## src/rtl/br_resolve_update_pkg.sv

```systemverilog
// Shared branch-predictor types: opcodes, resolve FSM states and the predictor update payload.
package branch_predictor;

    localparam int unsigned PC_W  = 32;
    localparam int unsigned OP_W  = 7;
    localparam int unsigned CNT_W = 3;

    localparam logic [OP_W-1:0] OP_BR   = 7'b1100011;
    localparam logic [OP_W-1:0] OP_JAL  = 7'b1101111;
    localparam logic [OP_W-1:0] OP_JALR = 7'b1100111;

    typedef enum logic {
        RUN    = 1'b0,
        SQUASH = 1'b1
    } br_res_state_t;

    typedef struct packed {
        logic [PC_W-1:0] pc;
        logic            br_en;
        logic [OP_W-1:0] opcode;
    } br_update_t;

    // Increment that sticks at all-ones instead of wrapping.
    function automatic logic [31:0] sat_inc(input logic [31:0] v);
        return (v == 32'hFFFF_FFFF) ? v : v + 32'd1;
    endfunction

endpackage

```

## src/rtl/br_resolve_update_squash_fsm.sv

```systemverilog
// Wrong-path shadow tracker: after a mispredict, marks the next SHADOW_CYCLES
// unstalled EX cycles as squashed.
module br_squash_fsm
    import branch_predictor::*;
#(
    parameter int unsigned SHADOW_CYCLES = 1
) (
    input  logic clk,
    input  logic rst,
    input  logic stall,
    input  logic mis,
    output logic squash_active
);

    br_res_state_t    state;
    logic [CNT_W-1:0] cnt;

    // State, shadow counter and registered squash flag; stall freezes everything.
    always_ff @(posedge clk) begin
        if (rst) begin
            state         <= RUN;
            cnt           <= '0;
            squash_active <= 1'b0;
        end else if (!stall) begin
            case (state)
                RUN: begin
                    if (mis) begin
                        state         <= SQUASH;
                        cnt           <= CNT_W'(SHADOW_CYCLES);
                        squash_active <= 1'b1;
                    end
                end
                SQUASH: begin
                    if (cnt <= CNT_W'(1)) begin
                        state         <= RUN;
                        cnt           <= '0;
                        squash_active <= 1'b0;
                    end else begin
                        cnt <= cnt - CNT_W'(1);
                    end
                end
                default: begin
                    state         <= RUN;
                    cnt           <= '0;
                    squash_active <= 1'b0;
                end
            endcase
        end
    end

endmodule

```

## src/rtl/br_resolve_update.sv

```systemverilog
// Branch resolve at end of EX: issues predictor updates, mispredict flush and
// redirect, and suppresses wrong-path instructions during the squash shadow.
// Optional performance counters are enabled with `define BR_PERF_CNT_EN.
module br_resolve_update
    import branch_predictor::*;
#(
    parameter int unsigned SHADOW_CYCLES = 1
) (
    input  logic        clk,
    input  logic        rst,
    input  logic        stall,
    input  logic        ex_valid,
    input  logic [31:0] ex_pc,
    input  logic [6:0]  ex_opcode,
    input  logic        ex_br_en,
    input  logic [31:0] ex_target,
    input  logic        ex_predict_dir,
    output logic [31:0] ex_mem_pc,
    output logic        ex_mem_br_en,
    output logic [6:0]  ex_mem_opcode,
    output logic        mispredict,
    output logic [31:0] redirect_pc,
    output logic        squash_active
`ifdef BR_PERF_CNT_EN
    ,
    output logic [31:0] br_count,
    output logic [31:0] mispred_count
`endif
);

    logic       is_br;
    logic       mis;
    br_update_t upd;

    // Only conditional branches outside the shadow qualify; JAL/JALR never do.
    assign is_br = ex_valid && (ex_opcode == OP_BR) && !squash_active;
    assign mis   = is_br && (ex_predict_dir != ex_br_en);

    br_squash_fsm #(
        .SHADOW_CYCLES(SHADOW_CYCLES)
    ) u_squash_fsm (
        .clk          (clk),
        .rst          (rst),
        .stall        (stall),
        .mis          (mis),
        .squash_active(squash_active)
    );

    // Predictor update, flush pulse and redirect target at the EX/MEM boundary.
    always_ff @(posedge clk) begin
        if (rst) begin
            upd         <= '0;
            mispredict  <= 1'b0;
            redirect_pc <= '0;
        end else if (!stall) begin
            if (is_br) begin
                upd.pc     <= ex_pc;
                upd.br_en  <= ex_br_en;
                upd.opcode <= OP_BR;
            end else begin
                upd.br_en  <= 1'b0;
                upd.opcode <= '0;
            end
            mispredict <= mis;
            if (mis) begin
                redirect_pc <= ex_br_en ? ex_target : ex_pc + 32'd4;
            end
        end
    end

    assign ex_mem_pc     = upd.pc;
    assign ex_mem_br_en  = upd.br_en;
    assign ex_mem_opcode = upd.opcode;

`ifdef BR_PERF_CNT_EN
    // Saturating counts of resolved branches and of mispredictions.
    always_ff @(posedge clk) begin
        if (rst) begin
            br_count      <= '0;
            mispred_count <= '0;
        end else if (!stall) begin
            if (is_br) begin
                br_count <= sat_inc(br_count);
            end
            if (mis) begin
                mispred_count <= sat_inc(mispred_count);
            end
        end
    end
`endif

endmodule

```

## config.mk

```make
export PLATFORM = sky130hd
export DESIGN_NAME = br_resolve_update
export DESIGN_NICKNAME = d
export VERILOG_FILES = /design/src/rtl/br_resolve_update_pkg.sv /design/src/rtl/br_resolve_update_squash_fsm.sv /design/src/rtl/br_resolve_update.sv
export SDC_FILE = /design/constraint.sdc
export NUM_CORES = 1
export LEC_CHECK = 0
export BUFFER_PORTS_ARGS = -buffer_cell sky130_fd_sc_hd__buf_2
export CAP_MARGIN = 20
export CELL_PAD_IN_SITES_DETAIL_PLACEMENT = 1
export CELL_PAD_IN_SITES_GLOBAL_PLACEMENT = 2
export CORE_ASPECT_RATIO = 0.8
export CORE_MARGIN = 1
export CORE_UTILIZATION = 28
export CTS_BUF_LIST = sky130_fd_sc_hd__clkbuf_4 sky130_fd_sc_hd__clkbuf_8 sky130_fd_sc_hd__clkbuf_16
export DETAILED_ROUTE_END_ITERATION = 10
export PLACE_DENSITY_LB_ADDON = 0.1
export SLEW_MARGIN = 25
export SYNTH_ARGS = -nofsm -noshare
export SYNTH_HDL_FRONTEND = slang
export SYNTH_SLANG_ARGS = --single-unit
```

## constraint.sdc

```tcl
create_clock -name clk -period 5.37 [get_ports clk]
set_input_delay 0.2685 -clock clk [delete_from_list [all_inputs] [get_ports clk]]
set_output_delay 0.2685 -clock clk [all_outputs]
set_load 0.01 [all_outputs]
```

==> implementation parameters, run 1 <==
Parameter                              Value

STA
  Unrepaired setup endpoints after global routing ... false
  Number of max-slew violations in the final report ... 0
  Max Clock Freq ... 371 MHz
  Slew at the pin closest to its max-slew limit ... 1.00 ns
  Post-layout minimum cycle time ... 2.69 ns
  Worst hold margin ... 0.200 ns
  Fraction of the cycle the final worst path needs ... 50.2%
  Setup Total Neg Slack ... 0 ns
  Worst setup slack after layout ... 2.68 ns
  Largest clock skew in the final design ... 0.00445 ns
  Worst slew margin relative to its limit ... 33.3%
  Count of endpoints failing hold in the final timing report ... 0
  Final count of negative-setup-slack endpoints ... 0

GRT
  Number of antenna violations at the first check in global routing ... 0
  Overflow left after global routing ... 0
  Pin count of the biggest net entering global routing ... 75
  Wire length of the first global-routing pass ... 18700 um
  GRT Resource Usage Total ... 18.7%
  Number of global-route vias before repair ... 3494

Route
  Detailed-route DRC error count ... 0
  Wire length after detailed routing ... 12100 um
  Detailed Route Iter0 Violations ... 162
  Average detailed-routed wire length per instance ... 16.0 um
  Remaining number of nets flagged by the antenna check after routing ... 0
  Total number of vias ... 3633
  Vias per cell ... 4.82
  Drt pass-1 iters ... 4

Placement
  Worst slack at placement ... 2.34 ns
  Port Buffers ... 147
  HPWL Detailed ... 8750 um
  Placer congestion estimate ... 0.728

Die
  Area enclosed by the die boundary ... 13200 sq um
  Vertical die dimension ... 103 um
  I/O pins ... 151
  Overall die width ... 128 um
  Row count ... 36
  Core area ... 12300 sq um
  Starting density of the core ... 28.9%

Clocking
  Insertion delay of the later-clocked pin in the worst-skew pair ... 0.33 ns
  Number of clock sinks ... 72
  Clock-pin slew on the worst setup and hold paths ... 0.05 ns
  # hold bufs at CTS ... 0
  Resized cells post-CTS ... 0
  TritonCTS clock tree ... done
  Number of CTS-inserted buffers ... 9
  Count of buffers added by post-CTS timing repair for setup ... 0
  Root buffer cell ... sky130_fd_sc_hd__clkbuf_16
  Maximum buffer depth of the clock tree ... 2
  H-tree lvl count ... 3

Synthesis
  Post-synthesis cell area ... 3560 sq um
  Average size of a mapped cell ... 7.88 sq um
  Simple-gate area share of the yosys netlist ... 27.0%
  Combinational family with the most area after synthesis ... simple AND/OR/NAND/NOR gates
  Synthesized-area fraction occupied by adder cells ... 0.704%
  Share of Yosys cell area claimed by the top area cell type ... 40.5%
  Largest area contributor in the synthesized netlist ... sky130_fd_sc_hd__dfxtp_1
  Top area cells in the synthesized netlist ... sky130_fd_sc_hd__dfxtp_1, sky130_fd_sc_hd__nand2_1, sky130_fd_sc_hd__a21oi_1
  FF+latch count, synth ... 72
  Register area share after synthesis ... 40.5%
  Xor and xnor fraction of the mapped netlist area ... 6.65%
  Portion of netlist area occupied by mux cells ... 1.41%
  Count of synthesis-stage warnings from yosys ... 0
  Post-synthesis compound-gate area fraction ... 18.2%
  Number of unique standard cell types used by synthesis ... 40
  Gate count of the mapped netlist ... 451

Layout
  Most frequent cells in the layout ... sky130_fd_sc_hd__buf_2, sky130_fd_sc_hd__nand2_1, sky130_fd_sc_hd__dfxtp_1
  Share of post-route cells with drive strength above 1 ... 31.0%
  Total of fill cells in the finished design ... 1547
  Most frequent standard cell in the layout excluding fill and tap cells ... sky130_fd_sc_hd__buf_2
  Ant. Diodes ... 0
  Fin util ... 38.0%
  Final-stage net count ... 657
  Relative area change from synthesis to final layout ... 31.3%

Power
  Worst ir drop on vdd ... 0.159 mV
  Total power density per cell area ... 258 nW/um^2
  Cell leakage power ... 1.98 nW
  Final total power ... 0.00121 W

Outcome
  Run status ... finished clean

Setup path
  Largest fanout on the critical path ... 54
  Classification of the worst setup path ... primary input to flop
  Required time of the critical path ... 5.62 ns
  Kind of capture point of the worst setup path ... flop
  Worst Path Arrival ... 2.95 ns
  Startpoint type of the worst setup path ... primary input

Hold path
  Min-delay worst type ... primary input to flop

Run
  Max cap viols ... 0
power by group:
| group | internal [W] | switching, W | total, W |
|---|---|---|---|
| Clock | 0.000353 | 0.000222 | 0.000575 |
| Combinational | 0.0000368 | 0.0000591 | 0.0000959 |
| Sequential | 0.000535 | 0.000000317 | 0.000535 |
| Total | 0.000925 | 0.000282 | 0.00121 |
cell usage after synthesis (all sizes together):
| master | number |
|---|---|
| mux2i | 5 |
| and4 | 3 |
| nand2 | 97 |
| a211oi | 8 |
| conb | 1 |
| nand4 | 9 |
| nand3 | 8 |
| nand2b | 11 |
| o22ai | 12 |
| xor2 | 17 |
| a21o | 1 |
| or4b | 1 |
| o31ai | 1 |
| or4 | 3 |
| a311oi | 1 |
| nor4 | 8 |
| o21ai | 8 |
| a31oi | 1 |
| nand4bb | 1 |
| nand3b | 3 |
| ha | 2 |
| a22oi | 1 |
| and3 | 13 |
| inv | 5 |
| clkbuf | 26 |
| a21oi | 61 |
| o211ai | 9 |
| buf | 11 |
| nor4bb | 1 |
| dfxtp | 72 |
| nor2b | 1 |
| nor2 | 26 |
| nor3 | 8 |
| nor3b | 4 |
| or3 | 2 |
| xnor2 | 10 |
kinds of logic after synthesis:
group                    count (synthesis)
AND/OR/NAND/NOR                        199
AO/OA/AOI/OAI                          103
flip-flops                              72
buffers and inverters                   42
XOR/XNOR                                27
multiplexers                             5
adder cells (fa/ha/maj)                  2
other                                    1
through the flow:
step / std cells / area (sq um)
2_1_floorplan: 453 / 3560
3_3_place_gp: 738 / 4380
3_5_place_dp: 738 / 4380
4_1_cts: 754 / 4670
5_1_grt: 754 / 4670
6_report: 754 / 4670
worst max-delay path, stage by stage:
cell	delay (ns)
sky130_fd_sc_hd__buf_2	0.73
sky130_fd_sc_hd__xnor2_1	0.25
sky130_fd_sc_hd__or4_1	0.90
sky130_fd_sc_hd__or3_4	0.61
sky130_fd_sc_hd__o22ai_1	0.15
worst paths after layout:
| kind | start | slack, ns | endpoint | depth (start not counted) |
|---|---|---|---|---|
| max reg2reg | u_squash_fsm.squash_active | 2.87 | redirect_pc[28] | 4 |
| min reg2reg | ex_mem_pc[15] | 0.45 | ex_mem_pc[15] | 2 |
| min | ex_pc[1] | 0.20 | ex_mem_pc[1] | 3 |
| max | ex_br_en | 2.68 | redirect_pc[28] | 5 |
final cells by class:
class | count | area (sq um) | share of cell area [%]
clock buffer | 13 | 274 | 5.87
tap | 171 | 214 | 4.58
sequential | 72 | 1440 | 30.9
clock inverter | 3 | 15.0 | 0.322
timing repair buffer | 151 | 766 | 16.4
inverter | 5 | 18.8 | 0.402
multi-input combinational | 339 | 1940 | 41.6
metal layers:
layer	up-vias	wire, um	GRT usage (%)
met5	-	0	0
met4	0	87	4.89
met3	6	748	5.35
met2	94	5320	28.8
met1	1720	5900	25.6
li1	1813	-	-
sequential cells by signal, summed over array words and instances (netlist names):
register / count
ex_mem_pc: 32
redirect_pc: 32
u_squash_fsm.cnt: 3
ex_mem_br_en: 1
ex_mem_opcode: 1
mispredict: 1
u_squash_fsm.squash_active: 1
u_squash_fsm.state: 1
Note: power is estimated with default switching activity, not from simulation.
==> run 2: changes to the inputs <==
- CORE_UTILIZATION: 28 -> 23
- clock period: 5.37 -> 2.3 ns (I/O delays scaled with it)
==> implementation parameters, run 2 (synthesis gave the netlist of run 1 again) <==
Parameter                              Value

Outcome
  Run status ... finished clean

Route
  Drt pass-1 iters ... 4
  Vias per cell ... 4.49
  Wire length after detailed routing ... 13200 um
  Detailed Route Iter0 Violations ... 84
  Detailed-route DRC error count ... 0
  Total number of vias ... 3635
  Remaining number of nets flagged by the antenna check after routing ... 0
  Average detailed-routed wire length per instance ... 16.3 um

GRT
  Wire length of the first global-routing pass ... 20800 um
  Number of global-route vias before repair ... 3804
  Number of antenna violations at the first check in global routing ... 0
  Pin count of the biggest net entering global routing ... 54
  Overflow left after global routing ... 0
  GRT Resource Usage Total ... 17.4%

Setup path
  Worst Path Arrival ... 2.07 ns
  WP buf/inv ... 0
  Largest fanout on the critical path ... 12
  Critical Path Slowest Stage Cell ... sky130_fd_sc_hd__or4_1
  Kind of capture point of the worst setup path ... flop
  Required time of the critical path ... 2.58 ns
  Cell type group with the largest total delay on the critical path ... simple AND/OR/NAND/NOR gates
  Classification of the worst setup path ... flop to flop
  Delay of the slowest critical-path stage ... 0.58 ns
  Worst path cell trace ... nand4bb_1 > or4_1 > or3_4 > o22ai_1
  Startpoint type of the worst setup path ... flop
  R2R cell count ... 4
  Number of logic stages on the critical path including buffering ... 4

Clocking
  Clock-pin slew on the worst setup and hold paths ... 0.06 ns
  Root buffer cell ... sky130_fd_sc_hd__clkbuf_16
  Resized cells post-CTS ... 0
  H-tree lvl count ... 3
  Number of CTS-inserted buffers ... 9
  TritonCTS clock tree ... done
  Insertion delay of the later-clocked pin in the worst-skew pair ... 0.35 ns
  Number of clock sinks ... 72
  Count of buffers added by post-CTS timing repair for setup ... 0
  Maximum buffer depth of the clock tree ... 2
  # hold bufs at CTS ... 0

STA
  Number of max-slew violations in the final report ... 0
  Unrepaired setup endpoints after global routing ... false
  Count of endpoints failing hold in the final timing report ... 0
  Worst setup slack after layout ... 0.507 ns
  Fraction of the cycle the final worst path needs ... 78.0%
  Largest clock skew in the final design ... 0.00968 ns
  Setup Total Neg Slack ... 0 ns
  Final count of negative-setup-slack endpoints ... 0
  Slew at the pin closest to its max-slew limit ... 0.591 ns
  Max Clock Freq ... 558 MHz
  Post-layout minimum cycle time ... 1.79 ns
  Worst slew margin relative to its limit ... 60.6%

Hold path
  Min-delay worst type ... primary input to flop
  Count of cells along the worst hold path ... 3

Layout
  Ant. Diodes ... 0
  Area of the multi-input gates ... 1940 sq um
  Most frequent cells in the layout ... sky130_fd_sc_hd__buf_2, sky130_fd_sc_hd__nand2_1, sky130_fd_sc_hd__dfxtp_1
  Fin cells ... 810
  Most frequent standard cell in the layout excluding fill and tap cells ... sky130_fd_sc_hd__buf_2
  Share of post-route cells with drive strength above 1 ... 33.0%
  Total of fill cells in the finished design ... 1869
  Final-stage net count ... 674
  Relative area change from synthesis to final layout ... 38.5%
  Sequential cell area ... 1440 sq um
  Fin util ... 32.7%

Run
  Max cap viols ... 0

Power
  Total power density per cell area ... 658 nW/um^2
  Worst ir drop on vdd ... 0.346 mV
  Cell leakage power ... 2.08 nW

Die
  Area enclosed by the die boundary ... 16000 sq um
  Starting density of the core ... 23.6%
  Vertical die dimension ... 113 um
  Overall die width ... 141 um
  Core area ... 15100 sq um
  I/O pins ... 151
  Row count ... 40

Placement
  Placer congestion estimate ... 0.785
  DP Cell Count ... 794
  Port Buffers ... 147
  HPWL Detailed ... 10000 um
  Worst slack at placement ... 0.220 ns
run 2: path summary, 6_finish.rpt:
kind	startpoint	endpoint	slack (ns)
max	u_squash_fsm.squash_active	redirect_pc[28]	0.51
min	ex_pc[0]	ex_mem_pc[0]	0.02
max reg2reg	u_squash_fsm.squash_active	redirect_pc[28]	0.51
min reg2reg	ex_mem_pc[4]	ex_mem_pc[4]	0.45
run 2: routing by layer:
metal  up-vias  GRT usage [%]  part of all wire, %
li1       1848              -                    -
met1      1689           22.8                   48
met2        93           27.0                   44
met3         5           6.52                  7.4
met4         0           3.99                 0.75
met5         -              0                    0
run 2: layout make-up:
| class | count | area share [%] |
|---|---|---|
| clock buffers | 9 | 4.57 |
| clock inverters | 7 | 2.92 |
| inverters | 5 | 0.381 |
| multi-input cells | 339 | 39.4 |
| flip-flops and latches | 72 | 29.3 |
| well taps | 210 | 5.33 |
| repair buffers | 168 | 18.1 |
run 2: power breakdown:
group / leakage [nW] / switching (W) / internal [W]
clock network: 0.172 / 0.000583 / 0.00117
logic: 1.33 / 0.000144 / 0.0000923
registers: 0.580 / 0.000000752 / 0.00125
total: 2.08 / 0.000728 / 0.00251
run 2: worst reg2reg max path, cell delays in order (launching register included):
cell                        delay [ns]
sky130_fd_sc_hd__dfxtp_1          0.33
sky130_fd_sc_hd__nand4bb_1        0.21
sky130_fd_sc_hd__or4_1            0.58
sky130_fd_sc_hd__or3_4            0.47
sky130_fd_sc_hd__o22ai_1          0.14
run 2: through the flow:
stage / power (W) / hold slack (ns) / area [sq um]
floorplan: 0.00138 / 0.251 / 3560
CTS: 0.00330 / 0.00584 / 4930
global placement: 0.00151 / 0.369 / 4560
global route: 0.00337 / 0.0253 / 4930
detailed placement: 0.00152 / 0.382 / 4560
finish: 0.00324 / 0.0195 / 4930
==> run 3: changes to the inputs <==
- ABC_AREA: not set -> 1
- CORE_UTILIZATION: 23 -> 24
- clock period: 2.3 -> 1.65 ns (I/O delays scaled with it)
==> implementation parameters, run 3 <==
Parameter                              Value

Outcome
  Run status ... finished clean

Clocking
  Insertion delay of the later-clocked pin in the worst-skew pair ... 0.35 ns
  Number of CTS-inserted buffers ... 9
  H-tree lvl count ... 3
  Count of buffers added by post-CTS timing repair for setup ... 0
  Root buffer cell ... sky130_fd_sc_hd__clkbuf_16
  Clock-pin slew on the worst setup and hold paths ... 0.06 ns
  Maximum buffer depth of the clock tree ... 2
  Number of clock sinks ... 72
  TritonCTS clock tree ... done

Route
  Detailed-route DRC error count ... 0
  Drt pass-1 iters ... 4
  Average detailed-routed wire length per instance ... 16.6 um
  Vias per cell ... 4.57
  Remaining number of nets flagged by the antenna check after routing ... 0
  Total number of vias ... 4153
  Detailed Route Iter0 Violations ... 132
  Wire length after detailed routing ... 15100 um

Layout
  Ant. Diodes ... 0
  Most frequent cells in the layout ... sky130_fd_sc_hd__buf_2, sky130_fd_sc_hd__nand2_1, sky130_fd_sc_hd__nor2_1
  Final-stage net count ... 794
  Most frequent standard cell in the layout excluding fill and tap cells ... sky130_fd_sc_hd__buf_2
  Cell area after layout ... 4990 sq um
  Fin cells ... 909
  Share of post-route cells with drive strength above 1 ... 26.4%
  Total of fill cells in the finished design ... 1941
  Relative area change from synthesis to final layout ... 35.1%

STA
  Setup Total Neg Slack ... 0 ns
  Final count of negative-setup-slack endpoints ... 0
  Unrepaired setup endpoints after global routing ... false
  Post-layout minimum cycle time ... 1.52 ns
  Fraction of the cycle the final worst path needs ... 91.9%
  Number of max-slew violations in the final report ... 0
  Max Clock Freq ... 659 MHz
  Largest clock skew in the final design ... 0.00558 ns
  Count of endpoints failing hold in the final timing report ... 0

Synthesis
  Share of Yosys cell area claimed by the top area cell type ... 39.0%
  Largest area contributor in the synthesized netlist ... sky130_fd_sc_hd__dfxtp_1
  Count of synthesis-stage warnings from yosys ... 0
  FF+latch count, synth ... 72
  Post-synthesis async set-or-reset flop share ... 0%
  Top area cells in the synthesized netlist ... sky130_fd_sc_hd__dfxtp_1, sky130_fd_sc_hd__nand2_1, sky130_fd_sc_hd__nor2_1
  Dominant synthesized flop cell ... sky130_fd_sc_hd__dfxtp_1
  Number of unique standard cell types used by synthesis ... 27
  Post-synthesis cell area ... 3690 sq um
  Average size of a mapped cell ... 6.49 sq um
  Leading post-synthesis cells by instance count ... sky130_fd_sc_hd__nand2_1, sky130_fd_sc_hd__nor2_1, sky130_fd_sc_hd__dfxtp_1
  Register area share after synthesis ... 39.0%
  Gate count of the mapped netlist ... 569
  Count of flip-flops with a built-in enable after synthesis ... 0
  Most used standard cell by instance count after synthesis ... sky130_fd_sc_hd__nand2_1

Die
  Overall die width ... 141 um
  Core area ... 15000 sq um
  Row count ... 40
  Area enclosed by the die boundary ... 15900 sq um
  Vertical die dimension ... 113 um
  I/O pins ... 151
  Starting density of the core ... 24.6%

GRT
  Number of global-route vias before repair ... 4225
  GRT Resource Usage Total ... 19.6%
  Wire length of the first global-routing pass ... 23600 um
  Number of antenna violations at the first check in global routing ... 0
  Overflow left after global routing ... 0
  Pin count of the biggest net entering global routing ... 37

Power
  Sw Share ... 25.3%
  Cell leakage power ... 2.41 nW
  Total power density per cell area ... 861 nW/um^2
  Combinational share of power ... 9.2%
  Design internal power ... 0.00321 W
  Switching power of the nets ... 0.00109 W
  Portion of total power attributed to the clock network ... 50.2%
  Worst ir drop on vdd ... 0.441 mV
  Seq pwr share ... 40.6%

Placement
  Port Buffers ... 147
  DP Cell Count ... 893
  Placer congestion estimate ... 0.804
  Post-Place Cell Area ... 4660 sq um
  HPWL Detailed ... 11800 um

Run
  Max cap viols ... 0

Setup path
  Startpoint type of the worst setup path ... flop
  Critical path destination ... redirect_pc[17]
  Flop-to-flop setup slack ... 0.13 ns
  Reg-to-reg critical path startpoint ... u_squash_fsm.squash_active
  Worst Path Arrival ... 1.75 ns
  Required time of the critical path ... 1.88 ns
  R2R cell count ... 7
  Largest fanout on the critical path ... 13
  Classification of the worst setup path ... flop to flop
  Endpoint of the worst-slack reg-to-reg timing path ... redirect_pc[17]
  Launch point of the worst path ... u_squash_fsm.squash_active
  Kind of capture point of the worst setup path ... flop

Hold path
  Min-delay worst type ... primary input to flop
run 3: metrics by stage:
step	worst slack, ns	hold WS (ns)	utilization [%]	power (W)
floorplan	0.274	0.152	-	0.00195
global placement	-0.0349	0.356	31.1	0.00218
detailed placement	-0.0761	0.356	31.1	0.00218
CTS	0.0830	0.000534	33.2	0.00436
global route	0.00459	0.0246	33.2	0.00447
finish	0.133	0.00695	33.2	0.00429
run 3: worst max-delay path: stages (launching register included):
cell and delay (ns):
sky130_fd_sc_hd__dfxtp_1 0.34, sky130_fd_sc_hd__nor2_1 0.11, sky130_fd_sc_hd__nand4_1 0.14, sky130_fd_sc_hd__nor2_4 0.15, sky130_fd_sc_hd__nand2_2 0.12, sky130_fd_sc_hd__buf_4 0.22
sky130_fd_sc_hd__a21oi_1 0.23, sky130_fd_sc_hd__a21oi_1 0.10
run 3: kinds of logic after synthesis:
| family | after synthesis | share of synthesized area (%) |
|---|---|---|
| AOI/OAI and AO/OA | 126 | 17.2 |
| xor gates and xnor gates | 13 | 3.08 |
| adders and majority gates | 2 | 0.677 |
| buffers and inverters | 70 | 8.40 |
| DFF | 72 | 39.0 |
| other | 1 | 0.102 |
| and+or+nand+nor | 285 | 31.5 |
run 3: timing repair:
item / 4_1_cts / 5_1_grt
endpoints found under the setup margin: 0 / 15
hold buffers: 0 / 0
gates resized for setup: 0 / 2
hold endpoints to repair: 0 / 0
run 3: how the worst min path moves through the flow:
stage          cells past startpoint                    endpoint      from
2_1_floorplan                      1  u_squash_fsm.squash_active       rst
3_3_place_gp                       3                ex_mem_pc[1]  ex_pc[1]
3_5_place_dp                       3                ex_mem_pc[1]  ex_pc[1]
4_1_cts                            3                ex_mem_pc[0]  ex_pc[0]
5_1_grt                            3                ex_mem_pc[0]  ex_pc[0]
6_report                           3                ex_mem_pc[3]  ex_pc[3]
run 3: metal layers:
layer	GRT usage, %	part of all wire [%]
met2	29.6	41
met1	28.0	53
met5	0	0
met4	4.78	0.96
met3	4.44	5.0
run 3: power by group through the flow:
stage	Sequential (W)	Combinational [W]	Clock, W
floorplan	0.00178	0.000168	0
global placement	0.00178	0.000400	0
detailed placement	0.00178	0.000400	0
CTS	0.00174	0.000401	0.00222
global route	0.00174	0.000442	0.00228
finish	0.00174	0.000397	0.00216
run 3: layout make-up:
class | instances | area [sq um] | share of cell area (%)
tap | 189 | 236 | 4.74
sequential | 72 | 1440 | 28.9
timing repair buffer | 164 | 896 | 18.0
inverter | 39 | 146 | 2.93
multi-input combinational | 429 | 1950 | 39.1
clock inverter | 7 | 93.8 | 1.88
clock buffer | 9 | 225 | 4.51
